--- config.mk ---
export PLATFORM = sky130hd
export DESIGN_NAME = selfcomp_leak_monitor_flat
export DESIGN_NICKNAME = d
export VERILOG_FILES = /design/src/rtl/selfcomp_leak_monitor_if.sv /design/src/rtl/selfcomp_leak_monitor.sv /design/src/flat_wrapper.sv
export SDC_FILE = /design/constraint.sdc
export NUM_CORES = 1
export LEC_CHECK = 0
export CORE_AREA = 5 5 111 113
export CTS_CLUSTER_DIAMETER = 120
export DETAILED_ROUTE_END_ITERATION = 10
export DIE_AREA = 0 0 116 118
export GPL_ROUTABILITY_DRIVEN = 0
export PLACE_DENSITY = 0.71
export RECOVER_POWER = 25
export SYNTH_ARGS = -nofsm -noshare
export SYNTH_HDL_FRONTEND = slang
export SYNTH_SLANG_ARGS = --single-unit
--- constraint.sdc ---
create_clock -name clock -period 3.6 [get_ports clock]
set_input_delay 1.08 -clock clock [delete_from_list [all_inputs] [get_ports clock]]
set_output_delay 1.08 -clock clock [all_outputs]
set_load 0.02 [all_outputs]
--- src/rtl/selfcomp_leak_monitor_if.sv ---
// Stimulus/response bundle shared by N self-composed DUT copies and the leak monitor.
// The master side belongs to whoever drives the copies; the monitor observes through the slave side.
interface selfcomp_leak_monitor_if #(
    parameter int NUM_COPIES = 2,
    parameter int DATA_W     = 128
);
    logic                         in_fire;
    logic [NUM_COPIES-1:0]        out_valid;
    logic [NUM_COPIES*DATA_W-1:0] out_result;

    modport master (output in_fire, output out_valid, output out_result);
    modport slave  (input  in_fire, input  out_valid, input  out_result);
endinterface

--- src/rtl/selfcomp_leak_monitor.sv ---
// Self-composition checker: watches N identical DUT copies for completion skew, timeouts and result divergence.
// Optional macro SELFCOMP_DATA_CHECK_EN adds result capture and the dataLeak comparison.
module selfcomp_leak_monitor #(
    parameter int NUM_COPIES = 2,
    parameter int DATA_W     = 128,
    parameter int CNT_W      = 8,
    parameter int MAX_SKEW   = 0,
    parameter int TIMEOUT    = 200
) (
    input  logic                        clock,
    input  logic                        reset,
    selfcomp_leak_monitor_if.slave      mon,
    input  logic                        clear,
    output logic                        busy,
    output logic                        allValid,
    output logic                        anyValid,
    output logic                        timingLeak,
    output logic                        dataLeak,
    output logic                        timingLeakDone,
    output logic [NUM_COPIES*CNT_W-1:0] latency,
    output logic [CNT_W-1:0]            maxSkew,
    output logic                        overlapErr
);

    localparam int WAIT_W = $clog2(TIMEOUT + 1);
    localparam logic [CNT_W-1:0] CNT_MAX = '1;

    typedef enum logic [1:0] {
        ST_IDLE,
        ST_WAIT,
        ST_CHECK,
        ST_DONE
    } state_t;

    state_t                  state_q;
    state_t                  state_d;
    logic [NUM_COPIES-1:0]   done_q;
    logic [CNT_W-1:0]        lat_q [NUM_COPIES];
    logic [CNT_W-1:0]        skew_q;
    logic [WAIT_W-1:0]       wait_q;

    logic [NUM_COPIES-1:0]   done_next;
    logic                    all_done_next;
    logic [WAIT_W-1:0]       wait_next;
    logic                    timeout_hit;
    logic                    close_ok;
    logic                    close_to;
    logic                    start;
    logic                    overlap_set;

    assign allValid = &mon.out_valid;
    assign anyValid = |mon.out_valid;

    // A copy counts as done in the cycle its first valid arrives, so closing uses done_next.
    assign done_next     = done_q | mon.out_valid;
    assign all_done_next = &done_next;
    assign wait_next     = wait_q + WAIT_W'(1);
    assign timeout_hit   = (wait_next == WAIT_W'(TIMEOUT));
    assign close_ok      = (state_q == ST_WAIT) && all_done_next;
    assign close_to      = (state_q == ST_WAIT) && !all_done_next && timeout_hit;
    assign start         = mon.in_fire && ((state_q == ST_IDLE) || (state_q == ST_DONE));
    assign overlap_set   = mon.in_fire && ((state_q == ST_WAIT) || (state_q == ST_CHECK));

    always_ff @(posedge clock) begin
        if (!reset) begin
            state_q <= ST_IDLE;
        end else begin
            state_q <= state_d;
        end
    end

    always_comb begin
        state_d        = state_q;
        busy           = 1'b0;
        timingLeakDone = 1'b0;
        case (state_q)
            ST_IDLE: begin
                if (mon.in_fire) state_d = ST_WAIT;
            end
            ST_WAIT: begin
                busy = 1'b1;
                if (all_done_next || timeout_hit) state_d = ST_CHECK;
            end
            ST_CHECK: begin
                busy    = 1'b1;
                state_d = ST_DONE;
            end
            ST_DONE: begin
                timingLeakDone = 1'b1;
                state_d        = mon.in_fire ? ST_WAIT : ST_IDLE;
            end
            default: state_d = ST_IDLE;
        endcase
    end

    // Skew runs from the first completion until the last one, so it is not bumped on the closing cycle.
    always_ff @(posedge clock) begin
        if (!reset) begin
            done_q  <= '0;
            skew_q  <= '0;
            wait_q  <= '0;
            latency <= '0;
            for (int i = 0; i < NUM_COPIES; i++) lat_q[i] <= '0;
        end else begin
            if (start) begin
                done_q <= '0;
                skew_q <= '0;
                wait_q <= '0;
                for (int i = 0; i < NUM_COPIES; i++) lat_q[i] <= '0;
            end else if (state_q == ST_WAIT) begin
                wait_q <= wait_next;
                done_q <= done_next;
                for (int i = 0; i < NUM_COPIES; i++) begin
                    if (!done_q[i]) begin
                        if (close_to && !mon.out_valid[i]) begin
                            lat_q[i] <= CNT_MAX;
                        end else if (lat_q[i] != CNT_MAX) begin
                            lat_q[i] <= lat_q[i] + CNT_W'(1);
                        end
                    end
                end
                if ((|done_next) && !all_done_next && (skew_q != CNT_MAX)) begin
                    skew_q <= skew_q + CNT_W'(1);
                end
            end
            if (state_q == ST_CHECK) begin
                for (int i = 0; i < NUM_COPIES; i++) latency[i*CNT_W +: CNT_W] <= lat_q[i];
            end
        end
    end

    // Sticky flags: a set event in the same cycle as clear takes priority.
    always_ff @(posedge clock) begin
        if (!reset) begin
            timingLeak <= 1'b0;
            overlapErr <= 1'b0;
            maxSkew    <= '0;
        end else begin
            if (clear) begin
                timingLeak <= 1'b0;
                overlapErr <= 1'b0;
                maxSkew    <= '0;
            end
            if (close_to || (close_ok && (skew_q > CNT_W'(MAX_SKEW)))) timingLeak <= 1'b1;
            if (close_ok && (clear || (skew_q > maxSkew))) maxSkew <= skew_q;
            if (overlap_set) overlapErr <= 1'b1;
        end
    end

`ifdef SELFCOMP_DATA_CHECK_EN
    logic [DATA_W-1:0] cap_q [NUM_COPIES];
    logic              mismatch;

    always_ff @(posedge clock) begin
        if (!reset) begin
            for (int i = 0; i < NUM_COPIES; i++) cap_q[i] <= '0;
        end else if (state_q == ST_WAIT) begin
            for (int i = 0; i < NUM_COPIES; i++) begin
                if (mon.out_valid[i] && !done_q[i]) cap_q[i] <= mon.out_result[i*DATA_W +: DATA_W];
            end
        end
    end

    // Copies that never completed have no meaningful capture and are left out of the comparison.
    always_comb begin
        mismatch = 1'b0;
        for (int i = 1; i < NUM_COPIES; i++) begin
            if (done_q[0] && done_q[i] && (cap_q[i] != cap_q[0])) mismatch = 1'b1;
        end
    end

    always_ff @(posedge clock) begin
        if (!reset) begin
            dataLeak <= 1'b0;
        end else begin
            if (clear) dataLeak <= 1'b0;
            if ((state_q == ST_CHECK) && mismatch) dataLeak <= 1'b1;
        end
    end
`else
    logic unused_result;
    assign unused_result = ^mon.out_result;
    assign dataLeak      = 1'b0;
`endif

endmodule

--- src/flat_wrapper.sv ---
// flat-port wrapper written by rule: the top's interface ports become plain ports
module selfcomp_leak_monitor_flat 
#(
    parameter int NUM_COPIES = 2,
    parameter int DATA_W     = 128,
    parameter int CNT_W      = 8,
    parameter int MAX_SKEW   = 0,
    parameter int TIMEOUT    = 200
)
  (clock, reset, clear, busy, allValid, anyValid, timingLeak, dataLeak, timingLeakDone, latency, maxSkew, overlapErr, mon_in_fire, mon_out_valid, mon_out_result);
  selfcomp_leak_monitor_if #(.NUM_COPIES(NUM_COPIES), .DATA_W(DATA_W)) mon_i ();
  input  logic clock;
  input  logic reset;
  input  logic clear;
  output logic busy;
  output logic allValid;
  output logic anyValid;
  output logic timingLeak;
  output logic dataLeak;
  output logic timingLeakDone;
  output logic [NUM_COPIES*CNT_W-1:0] latency;
  output logic [CNT_W-1:0] maxSkew;
  output logic overlapErr;
  input wire logic [$bits(mon_i.in_fire)-1:0] mon_in_fire;
  input wire logic [$bits(mon_i.out_valid)-1:0] mon_out_valid;
  input wire logic [$bits(mon_i.out_result)-1:0] mon_out_result;
  assign mon_i.in_fire = mon_in_fire;
  assign mon_i.out_valid = mon_out_valid;
  assign mon_i.out_result = mon_out_result;
  selfcomp_leak_monitor #(.NUM_COPIES(NUM_COPIES), .DATA_W(DATA_W), .CNT_W(CNT_W), .MAX_SKEW(MAX_SKEW), .TIMEOUT(TIMEOUT)) u_core (.clock(clock), .reset(reset), .mon(mon_i), .clear(clear), .busy(busy), .allValid(allValid), .anyValid(anyValid), .timingLeak(timingLeak), .dataLeak(dataLeak), .timingLeakDone(timingLeakDone), .latency(latency), .maxSkew(maxSkew), .overlapErr(overlapErr));
endmodule
**Word-level counts from Yosys, hierarchy flattened**

Memory sizes are Yosys's and may differ from the RTL's.
Index checks and enable logic that the tools add are counted.

- $add $sub $neg: 4
- Order comparisons: 2
- Equality and inequality tests: 9
- Mux-type cells: 47
- Bitwise gates (word level): 8
- Reduce and logical (&&, ||, !) cells: 31

Operators with widths:

| operator | number |
|---|---|
| $mux 8 | 8 |
| $mux 1 | 36 |
| $add 8x1->8 const B | 4 |
| $ne 8x8->1 const B | 3 |
| $logic_and 1x1->1 | 11 |
| $eq 8x8->1 const B | 1 |
| $gt 8x1->1 const B | 1 |
| $gt 8x8->1 | 1 |
| $pmux 2 s4 | 1 |
| $reduce_and 2->1 | 4 |
| $reduce_or 2->1 | 4 |
| $or 1x1->1 | 6 |
| $reduce_bool 2->1 | 3 |
| $logic_or 1x1->1 | 5 |
| $eq 2x2->1 const B | 2 |
| $mux 2 | 2 |
| $ne 2x2->1 const B | 2 |
| $logic_not 1->1 | 3 |
| $eq 2x1->1 const B | 1 |
| $logic_not 2->1 | 1 |
| $or 2x2->2 | 1 |
| $not 1->1 | 1 |

- Flip-flop bits (word level): 46
- RAM bits: 16
- Output and inout port bits: 31
- Logic and storage cells: 110
- Memories kept: 1

Memories:

| name | words | bits a word | rd ports | clocked after Yosys merged registers in | write ports | line | source |
|---|---|---|---|---|---|---|---|
| u_core.lat_q | 2 | 8 | 2 | 0 | 2 | selfcomp_leak_monitor.sv:38 | `logic [CNT_W-1:0] lat_q [NUM_COPIES];` |

**Logic depth before layout (Yosys ltp)**

Gate-level depths: netlist of the first run.

- Depth in word-level cells: 14
- Gate-level depth with buffers: 9
- Mapped depth without buffers: 8

**Worst setup path before layout of the first run**

Ideal clock, no wire load.

- Path kind: input -> register
- Start point: in mon_out_valid[0]
- End point: mem u_core.lat_q[1][0] (enable)
- Arrival time: 2.921 ns
- Required time: 3.318 ns
- Slack: 0.396 ns
- Stages on the path: 7
- Path buffers: 1
- Cell sequence: or2_2 -> ha_1 -> or2b_2 -> o41a_2 -> and2_4 -> buf_6 -> a211o_1

RTL lines:

| element | line | source |
|---|---|---|
| start: declaration | flat_wrapper.sv:25 | `input wire logic [$bits(mon_i.out_valid)-1:0] mon_out_valid;` |
| end: declaration | selfcomp_leak_monitor.sv:38 |  |

**Final worst setup path of the first run**

- Start point: in mon_out_valid[0]
- End point: out allValid

- Longest elaborated chain between the ends: 1

RTL lines:

| element | line | source |
|---|---|---|
| $reduce_and 2->1 | selfcomp_leak_monitor.sv:51 | `assign allValid = &mon.out_valid;` |
| end: declaration | flat_wrapper.sv:16 | `output logic allValid;` |

No other way between the ends.

==> results of run 1 <==
-- cell families (layout without fill, tap and decap cells) --
| kind of cell | count (synthesis) | count (layout) |
|---|---|---|
| other | 1 | 1 |
| DFF | 62 | 62 |
| xor gates and xnor gates | 26 | 26 |
| AOI/OAI and AO/OA | 60 | 60 |
| adders and majority gates | 20 | 20 |
| muxes | 19 | 19 |
| and+or+nand+nor | 98 | 98 |
| buffers and inverters | 29 | 84 |
-- synth_stat cells (all sizes together), types with 3 or more instances --
library cell and n:
or2 3, o21ai 3, a211oi 4, nand4 5, ha 20, a22o 8
nand2 13, xnor2 14, o211ai 3, and2 3, nor3 3, a21boi 3
dfxtp 46, mux2i 19, xor2 12, nor2 45, edfxtp 16, a21oi 24
clkbuf 6, nand3 12, buf 4, inv 19, and3 5
-- cell type report --
class                      count  share of cell area
inverter                      19              0.0180
timing repair buffer          49               0.113
sequential                    62               0.354
multi-input combinational    224               0.391
tap                          143              0.0453
clock buffer                  13              0.0684
clock inverter                 3              0.0104
-- repair_timing --
item | 4_1_cts | 5_1_grt
gates resized for setup | 1 | 0
setup buffers | 0 | 0
endpoints found under the setup margin | 1 | 0
-- state kept, by name (all words and copies together) (netlist names) --
register	flops
u_core.done_q	2
u_core.latency	16
u_core.timingLeak	1
u_core.lat_q	16
u_core.state_q	2
u_core.overlapErr	1
u_core.wait_q	8
u_core.skew_q	8
u_core.maxSkew	8
-- final timing paths --
| kind | endpoint | slack (ps) | cells past startpoint | startpoint |
|---|---|---|---|---|
| min | u_core.latency[10] | 490 | 2 | u_core.latency[10] |
| max | allValid | 80 | 4 | mon_out_valid[0] |
| min reg2reg | u_core.latency[10] | 490 | 2 | u_core.latency[10] |
| max reg2reg | u_core.lat_q[1][0] | 1090 | 9 | u_core.state_q[1] |
-- per-layer routing --
| metal | wire length [um] | part of all wire | global-route usage |
|---|---|---|---|
| met1 | 2910 | 0.45 | 0.116 |
| met5 | 0 | 0 | 0 |
| met3 | 305 | 0.047 | 0.0339 |
| met2 | 3080 | 0.48 | 0.165 |
| met4 | 130 | 0.020 | 0.0450 |
-- worst reg2reg max path: stages, from the launching register on --
cell	delay, ps
sky130_fd_sc_hd__dfxtp_1	350
sky130_fd_sc_hd__inv_1	110
sky130_fd_sc_hd__ha_1	430
sky130_fd_sc_hd__or2b_2	350
sky130_fd_sc_hd__buf_4	140
sky130_fd_sc_hd__a211o_1	260
sky130_fd_sc_hd__o31a_2	290
sky130_fd_sc_hd__a21boi_1	130
sky130_fd_sc_hd__buf_4	150
sky130_fd_sc_hd__a21oi_1	140
-- per-stage QoR --
stage	setup slack (ps)	std cells	hold slack [ps]	TNS, ps	util
2_1_floorplan	396	315	451	0	-
3_3_place_gp	-32.8	497	471	-340	0.325
3_5_place_dp	-72.0	497	484	-1380	0.325
4_1_cts	60.1	513	497	0	0.353
5_1_grt	24.1	513	527	0	0.352
6_report	79.5	513	488	0	0.352
-- report_power, final --
part           internal, W  total (W)  switching [W]
clock network     0.000591   0.000886       0.000294
registers         0.000889    0.00103       0.000138
logic             0.000347   0.000764       0.000416
total              0.00183    0.00268       0.000849
==> reports/summary.md, run 1 <==
The register area is 1400 um2, and the area share of the leading cell type in the synthesized netlist is 0.300. The library cells used most frequently in the layout, excluding fill and tap cells, are sky130_fd_sc_hd__dfxtp_1 (46), sky130_fd_sc_hd__nor2_1 (45), sky130_fd_sc_hd__clkdlybuf4s50_1 (32), sky130_fd_sc_hd__a21oi_1 (24), sky130_fd_sc_hd__ha_1 (20). Clock-pin slew was measured on the worst setup and hold paths at 50 ps. The tools report the worst clock skew as 8.70 ps. For the worst setup path, the data arrival time is 2440 ps. The critical path goes through clkdlybuf4s50_1 > buf_4 > and2_1 > clkdlybuf4s50_1.

For this design the static power due to leakage is 1.49 nW. Counting flops and latches in the post-synthesis netlist gives 62. After global routing the overflow that remains totals 0. The mux contribution to synthesized area was 0.0619; the routed wirelength normalized by instance count was 12.5 um. TritonCTS built the clock tree. Together, buffers and inverters on the worst path number 3. The repair_antennas step left the layout with diodes totalling 0. The tools report the number of H-tree levels as 3. The delay of the slowest cell on the worst path works out to 590 ps. Along the worst path, the maximum fanout reaches 3. Leading register cell type out of synthesis: sky130_fd_sc_hd__dfxtp_1.

The total number of nets in the final design came out at 647. Summing all multi-input logic gate instances after layout gives 1540 um2. Row generation in the floorplan step produced 39 rows.

Summing every instance area after synthesis gives 3070 um2. The area share of xor/xnor cells in the synthesized design came out at 0.0742. The number of port buffers is 35, and the final HPWL from detailed placement is 4710 um. The region available for standard cell placement spans 11200 um2. Most repeated library cell on the critical path: sky130_fd_sc_hd__clkdlybuf4s50_1. The largest delay contributor family on the critical path was buffers and inverters.

The number of fill cells in the layout is 1140, and the per-cell via count in the routed design is 4.66. The share of async-settable or async-resettable flops after synthesis works out to 0. The critical path is of the primary input to output pin type. The area share of fa/ha/maj cells after synthesis works out to 0.0815. Entering global routing, the biggest net connects 21 pins.

The final max-slew violation count is 0. For this run, design rule violations remaining after detail routing come to 0. The worst min-delay path category was register to register.

The wire length of the first global-routing pass is 11200 um, and the I/O pin count is 293. The type of destination of the critical path was an output pin. The buffer depth of the longest clock path was 2; the share of post-route cells with drive strength above 1 was 0.0973. For the number of buffers created by CTS, the log shows 9.

IR analysis of the VDD net gives a maximum drop of 0.344 mV. For the number of endpoints with negative hold slack in the final report, the log shows 0. The number of nets handed over by synthesis was 597. The smallest clock period supported by the final layout is computed as 3520 ps.

In this run the cell area measured after placement is 3650 um2. After clock tree synthesis, the flow added hold-fix buffers numbering 0. Die height: 118 um. The completed layout was analyzed and its total power is 0.00268 W. The run gives 284 MHz as the fmax. Leaving out fill and tap cells, the most frequent cell in the layout is sky130_fd_sc_hd__dfxtp_1.

The simple-gate share of the synthesized area is 0.151. For this design, the sink count on the clock tree is 62. The post-route fraction of the period consumed by the critical path was 0.978; the remaining antenna violation count was 0.

The pre-antenna-repair detailed-routing pass consisted of 4 iterations. For this run, the number of Yosys warnings is 0. The total track usage is 0.100, and the distinct cell type count after synthesis is 49.

The slowest library cell on the worst path was sky130_fd_sc_hd__clkdlybuf4s50_1. The finished cells cover 3950 um2. Initial standard-cell utilization of the core: 0.274. After the first detailed-routing iteration, the DRC count stood at 143.

After synthesis, the cell types taking the most area are sky130_fd_sc_hd__dfxtp_1 (30%), sky130_fd_sc_hd__edfxtp_1 (16%), sky130_fd_sc_hd__ha_1 (8.1%). The sequential-to-total area share from yosys stat is 0.456. Summed over all layers, the routed wires come to 6430 um. By area, the combinational part of the netlist is dominated by simple AND/OR/NAND/NOR gates. After synthesis, the mean cell area works out to 9.75 um2.

The complex-gate fraction of the synthesized area was 0.133. CTS placed an instance of sky130_fd_sc_hd__clkbuf_16 at the clock tree root. The flow ran to the end, and the final reports show no timing, DRC or antenna violations.

The insertion delay of the later-clocked pin in the worst-skew pair was 330 ps; the detailed-route via count was 2393. For the worst setup path, the data required time is 2520 ps. The die area came out at 13700 um2. For the pin with the worst max-slew slack, the measured transition is 948 ps. The synthesized design contains 16 enable-type register cells.

For this design the ratio of total power to cell area is 677 nW/um2. The synthesized design spends more area on one cell type than any other, namely sky130_fd_sc_hd__dfxtp_1. The element type at the critical path start was a primary input.

For the number of global-route vias before repair, the log shows 2464. Setup violations remaining at the end of the flow were counted as 0. The horizontal die dimension is 116 um. Setup repair after global routing left no endpoint under its margin. The initial antenna violation count was 0; the count of mapped cells out of synthesis was 315. For the max-capacitance violation count, the log shows 0. Area overhead of the layout relative to synthesis: 28.8%. The run gives 0.368 as the max-slew headroom at the worst pin.
(Power assumes the default switching activity.)
==> run 2: changes to the inputs <==
Settings changed: CORE_AREA 5 5 111 113 to 5 5 112 114, DIE_AREA 0 0 116 118 to 0 0 117 119, HOLD_SLACK_MARGIN from default to 0.12, PLACE_DENSITY 0.71 to default, PLACE_DENSITY_LB_ADDON from default to 0.08.
Clock period 3.6 ns to 4.3 ns, I/O delays scaled along.
==> run 2 against run 1 <==
Effect of this change: register-to-register slack gained 590 ps; cell area shrank 1.4%; sequential power shrank 17%; routed wire length grew 2.8%; via count shrank 5.4%; sequential share of layout area grew 0.49 points; cell count shrank 1.8%; critical endpoint is now anyValid; largest power group unchanged.
==> reports/summary.md, run 2 (synthesized netlist as in run 1, its figures left out) <==
Type of the setup path with the least slack: primary input to output pin. The worst register-to-register path begins at u_core.state_q[1]. The CTS sink count is 62, and the area overhead of the layout relative to synthesis is 27.0%.

The later pin in the worst-skew pair is clocked with a latency of 320 ps. Reg-to-reg endpoint: u_core.lat_q[1][6]. Portion of total power attributed to the clock network: 0.347. The required time of the critical path was 3010 ps. The largest single stage delay on the critical path is 540 ps. After clock tree synthesis, the flow added hold-fix buffers numbering 0. The type of destination of the critical path is an output pin. In this run the deepest clock path goes through 2 buffers. CTS built an H-tree with a depth of 3. From left edge to right edge, the die measures 117 um. The number of buffers created by CTS came out at 9. The worst hold path begins at u_core.latency[3].

In this run the count of I/O pins placed on the die edge is 293. Timing would allow up to 252 MHz. Gates resized during post-CTS repair numbered 0.

Setup repair after global routing left no endpoint under its margin. Summed over all layers, the routed wires come to 6610 um. In the final routed layout, each cell accounts on average for 13.1 um. The worst-case IR drop observed on VDD is 0.299 mV. The worst clock skew came out at 5.95 ps. The largest registers in the layout are u_core.lat_q: 16 flops, u_core.latency: 16 flops. The worst min-delay path category is register to register.

The clock-pin slew of the registers on the worst-case setup and hold paths came out at 50 ps. The tools report the total track usage as 0.102. The slowest library cell on the worst path is sky130_fd_sc_hd__clkdlybuf4s50_1. Entering global routing, the biggest net connects 21 pins. Once detailed placement completed, the half-perimeter wirelength came to 4850 um. Counting stages on the worst path, the most repeated cell is sky130_fd_sc_hd__clkdlybuf4s50_1. The setup-violating endpoint count in the final report is 0, and the number of endpoints with negative hold slack in the final report is 0.

At the worst endpoint, the arrival time is 2680 ps. Traced cell by cell, the critical path runs through clkdlybuf4s50_1 > or2_2 > clkdlybuf4s50_1. The final max-slew violation count was 0. Capture endpoint of the worst hold path: u_core.latency[3]. In the routed layout, each cell is associated on average with a via count of 4.49.

Number of cells on the worst reg-to-reg path: 6. The number of search-and-repair iterations in the first detailed-routing pass was 4; the number of port buffers was 35. The final route contains 2264 vias. The cell sitting at the root of the clock tree is a sky130_fd_sc_hd__clkbuf_16.

The die is 119 um tall. Summed over all layers, the global routing overflow is 0. For this run, design rule violations remaining after detail routing come to 0. Leaving out fill and tap cells, the most frequent cells in the layout are sky130_fd_sc_hd__dfxtp_1 (46), sky130_fd_sc_hd__nor2_1 (45), sky130_fd_sc_hd__clkdlybuf4s50_1 (33), sky130_fd_sc_hd__a21oi_1 (24), sky130_fd_sc_hd__ha_1 (20). In this run the power density over the cells is 575 nW/um2.

0 antenna diodes ended up in the layout. The logs give 490 ps for the worst hold-check slack and 0 ps for the final sum of negative setup slack. The share of post-route cells with drive strength above 1 was 0.0776; the count of routing violations after the opening detailed-route iteration was 59. The logs give 1680 ps for the slack of the worst reg-to-reg path and 2255 for the number of global-route vias before repair. The clock period could shrink to 3970 ps.

The combinational share of power came out at 0.272. The sequential share of power was 0.381; the leakage power summed over all cells was 1.44 nW. Most frequent standard cell in the layout excluding fill and tap cells: sky130_fd_sc_hd__dfxtp_1.

The fraction of power spent switching nets came out at 0.320. The wire length of the first global-routing pass is 11400 um. For this run, the post-layout net count is 638. The worst hold path depth was 2.

The run gives 0 as the max-capacitance violation count. The number of buffers inserted to repair setup after CTS was 0. The post-route fraction of the period consumed by the critical path works out to 0.924.

STA classifies the critical path startpoint as a primary input. The region available for standard cell placement spans 11300 um2. Largest fanout on the critical path: 5. Cell internal power was estimated by the tool at 0.00152 W. In this run the remaining antenna-violating nets after routing total 0. For the pin with the worst max-slew slack, the measured transition is 969 ps. The flow ran to the end, and the final reports show no timing, DRC or antenna violations. The max-slew headroom at the worst pin was 0.354. The initial antenna violation count was 0. Row generation in the floorplan step produced 39 rows.

The initial standard-cell utilization of the core came out at 0.271. The floorplan step defined a die boundary enclosing 13900 um2. TritonCTS built the clock tree.

The run gives 0.000718 W as the reported net switching power.
[run 2: power by group through the flow]
stage / Clock (W) / Sequential, W / Combinational [W]
after global routing: 0.000822 / 0.000880 / 0.000686
final: 0.000777 / 0.000855 / 0.000611
after detailed placement: 0 / 0.000871 / 0.000630
after floorplan: 0 / 0.000867 / 0.000424
after global placement: 0 / 0.000869 / 0.000622
after CTS: 0.000799 / 0.000859 / 0.000631
[run 2: layer usage]
| layer | track usage | wire (um) | vias to the layer above |
|---|---|---|---|
| met5 | 0 | 0 | - |
| met4 | 0.0280 | 45 | 0 |
| met3 | 0.0309 | 194 | 4 |
| met2 | 0.163 | 3190 | 29 |
| met1 | 0.132 | 3190 | 1048 |
| li1 | - | - | 1183 |
[run 2: critical path: cells and delay by family]
| kind | cells | cell delay, ps |
|---|---|---|
| buffers and inverters | 2 | 1070 |
| AND/OR/NAND/NOR | 1 | 320 |
[run 2: metrics by stage]
step	cells	worst slack (ps)	area (um2)	total power (W)	util
3_5_place_dp	488	202	3580	0.00150	0.317
3_3_place_gp	488	213	3580	0.00149	0.317
5_1_grt	504	257	3900	0.00239	0.344
2_1_floorplan	315	886	3070	0.00129	-
4_1_cts	504	282	3910	0.00229	0.345
6_report	504	326	3900	0.00224	0.344
[run 2: layout make-up]
class	count	area, um2
Clock buffer	9	225
Clock inverter	7	98.8
Fill cell	1182	7420
Inverter	19	71.3
Multi-Input combinational cell	224	1540
Sequential cell	62	1400
Tap cell	143	179
Timing Repair Buffer	40	380
[run 2: worst max path at each step]
| stage | cells past startpoint | start | endpoint | slack (ps) |
|---|---|---|---|---|
| 2_1_floorplan | 7 | mon_out_valid[0] | u_core.lat_q[1][0] | 890 |
| 3_3_place_gp | 7 | mon_out_valid[0] | u_core.lat_q[1][2] | 210 |
| 3_5_place_dp | 7 | mon_out_valid[0] | u_core.lat_q[1][3] | 200 |
| 4_1_cts | 3 | mon_out_valid[1] | anyValid | 280 |
| 5_1_grt | 3 | mon_out_valid[1] | anyValid | 260 |
| 6_report | 3 | mon_out_valid[1] | anyValid | 330 |
==> run 3: changes to the inputs <==
Settings changed: REMOVE_ABC_BUFFERS from default to 1.
==> run 3 against run 2 <==
Effect of this change: via count is 1.9% higher; setup slack worse by 5.1 ps; non-clock buffer count stayed put; total power is 5.7% lower; critical endpoint unchanged; sequential share of layout area is 0.61 points higher; combinational power is 1% higher; utilization is 0.57 points lower; critical path type unchanged.
==> reports/summary.md, run 3 (synthesized netlist as in run 1, its figures left out) <==
The run finished with clean final reports. The insertion delay of the later-clocked pin in the worst-skew pair is 320 ps, and the number of global-route vias before repair is 2328. After detailed routing, the number of vias per cell comes to 4.58.

The final route contains 2306 vias. The tools report the floorplan core area as 11300 um2. Capture endpoint of the worst hold path: u_core.latency[8]. The startpoint of the lowest-slack hold path was u_core.latency[8].

The tools report the worst hold-check slack as 486 ps. The tools report the initial standard-cell utilization of the core as 0.271. Clock-pin slew was measured on the worst setup and hold paths at 50 ps. The required time of the critical path was 3010 ps; the final critical delay including setup and external delays was 3980 ps. Along the worst path, the maximum fanout reaches 5. The first global-routing pass estimated 12100 um of wire. After clock tree synthesis, the setup repair step added 0 buffers. The leakage power summed over all cells is 1.45 nW.

The logs give 0 for the max-capacitance violation count and 13900 um2 for the die area. In the final design database the tool counted 638 nets. The tools report the final max-slew violation count as 0. The number of endpoints with negative hold slack in the final report was 0; the delay of the slowest cell on the worst path was 540 ps. In this run the critical register-to-register path is captured at u_core.lat_q[1][6]. The area of placed instances came out at 3580 um2. The initial antenna violation count came out at 0. The cell at the root of the clock tree was sky130_fd_sc_hd__clkbuf_16. The run gives 3830 um2 as the area of all placed cells without fillers. The total global routing overflow was 0; the number of port buffers was 35.

Setup repair after global routing left no endpoint under its margin. The tools report the total track usage as 0.111. For the I/O pin count, the log shows 293.

The largest registers in the layout are u_core.lat_q: 16 flops, u_core.latency: 16 flops. TritonCTS built the clock tree. Traced cell by cell, the critical path runs through clkdlybuf4s50_1 > or2_2 > clkdlybuf4s50_1. The post-route fraction of the period consumed by the critical path is 0.925, and the die height is 119 um.

Compared with the post-synthesis result, the final layout area differs by 24.9%. The worst hold path depth is 2, and the final HPWL from detailed placement is 5040 um. The total length of routed wires was 7070 um. The horizontal die dimension was 117 um. Adding up every negative setup slack in the final design gives 0 ps. The tools report the max-slew headroom at the worst pin as 0.287. For this run, design rule violations remaining after detail routing come to 0. The total power per unit cell area came out at 551 nW/um2. The post-cts resize count is 0, and the power consumption is 0.00211 W. The most frequent standard cell in the layout excluding fill and tap cells is sky130_fd_sc_hd__dfxtp_1. The H-tree generated during clock tree synthesis spans 3 levels. STA classifies the critical path startpoint as a primary input. On the critical path, the stage with the largest delay is an instance of sky130_fd_sc_hd__clkdlybuf4s50_1. The setup path with the least slack is of type primary input to output pin. The logs give 2690 ps for the arrival time of data at the critical path endpoint and 0 for the final antenna diode count. The share of post-route cells with drive strength above 1 is 0.0748. The buffer depth of the longest clock path was 2. Type of destination of the critical path: an output pin. The slack of the worst reg-to-reg path is 1660 ps.

By instance count, the cell type seen most on the critical path is sky130_fd_sc_hd__clkdlybuf4s50_1. Routed wirelength normalized by instance count: 14.0 um. The tools report the number of buffers created by CTS as 9.

The logs give 62 for the CTS sink count and 0 for the remaining antenna violation count. The critical register-to-register path startpoint was u_core.state_q[1]. The tightest min-delay check is of the register to register type.

The number of cells on the worst reg-to-reg path is 6. Entering global routing, the biggest net connects 20 pins. The run gives 39 as the floorplan row count. The library cells used most frequently in the layout, excluding fill and tap cells, are sky130_fd_sc_hd__dfxtp_1 (46), sky130_fd_sc_hd__nor2_1 (45), sky130_fd_sc_hd__clkdlybuf4s50_1 (25), sky130_fd_sc_hd__a21oi_1 (24), sky130_fd_sc_hd__ha_1 (20). The number of search-and-repair iterations in the first detailed-routing pass came out at 4. The run gives 251 MHz as the fmax.

At the pin with the least slew margin, the transition time is 1060 ps. The run gives 0 as the setup-violating endpoint count in the final report. The worst clock skew came out at 6.10 ps. The run gives 0.278 mV as the largest voltage drop on the vdd net. The quantity of hold-fixing buffers added after cts is 0. The detailed router finished its first iteration with 69 violations.
run 3: changes by cell type in the layout (fill, tap and decap cells not counted), sizes merged:
cell / change
clkinv: +2
clkbuf: +1
clkinvlp: -1
clkdlybuf4s50: -8
dlygate4sd3: +8
bufinv: -2
run 3: worst max path at each step:
stage / slack, ps / to / cells past startpoint / from
4_1_cts: 300 / anyValid / 3 / mon_out_valid[0]
3_3_place_gp: 240 / u_core.lat_q[1][3] / 7 / mon_out_valid[0]
5_1_grt: 290 / anyValid / 3 / mon_out_valid[0]
3_5_place_dp: 240 / u_core.lat_q[1][3] / 7 / mon_out_valid[0]
6_report: 320 / anyValid / 3 / mon_out_valid[1]
2_1_floorplan: 980 / u_core.lat_q[1][0] / 6 / mon_out_valid[0]
run 3: power breakdown:
group	leakage, nW	internal, W	total, W	switching [W]
sequential	0.545	0.000744	0.000858	0.000113
combinational	0.768	0.000273	0.000620	0.000347
clock	0.136	0.000383	0.000637	0.000254
total	1.45	0.00140	0.00211	0.000715
run 3: area by class of cell:
type	count	area, um2
Clock buffer	10	229
Timing Repair Buffer	40	380
Tap cell	143	179
Multi-Input combinational cell	224	1540
Inverter	19	71.3
Sequential cell	62	1400
Fill cell	1202	7490
Clock inverter	6	30.0
run 3: routing by layer:
metal / wire, um / GRT usage
met4: 122 / 0.0409
met2: 3200 / 0.169
met5: 0 / 0
met1: 3420 / 0.145
met3: 327 / 0.0401
run 3: critical path, delay by kind of cell:
family                 cells  cell delay, ps
buffers and inverters      2            1050
and+or+nand+nor            1             340
run 3: stage by stage:
stage           util  cells  setup slack, ps
2_1_floorplan      -    305              977
3_3_place_gp   0.317    488              241
3_5_place_dp   0.317    488              237
4_1_cts        0.339    504              298
5_1_grt        0.339    504              290
6_report       0.339    504              321
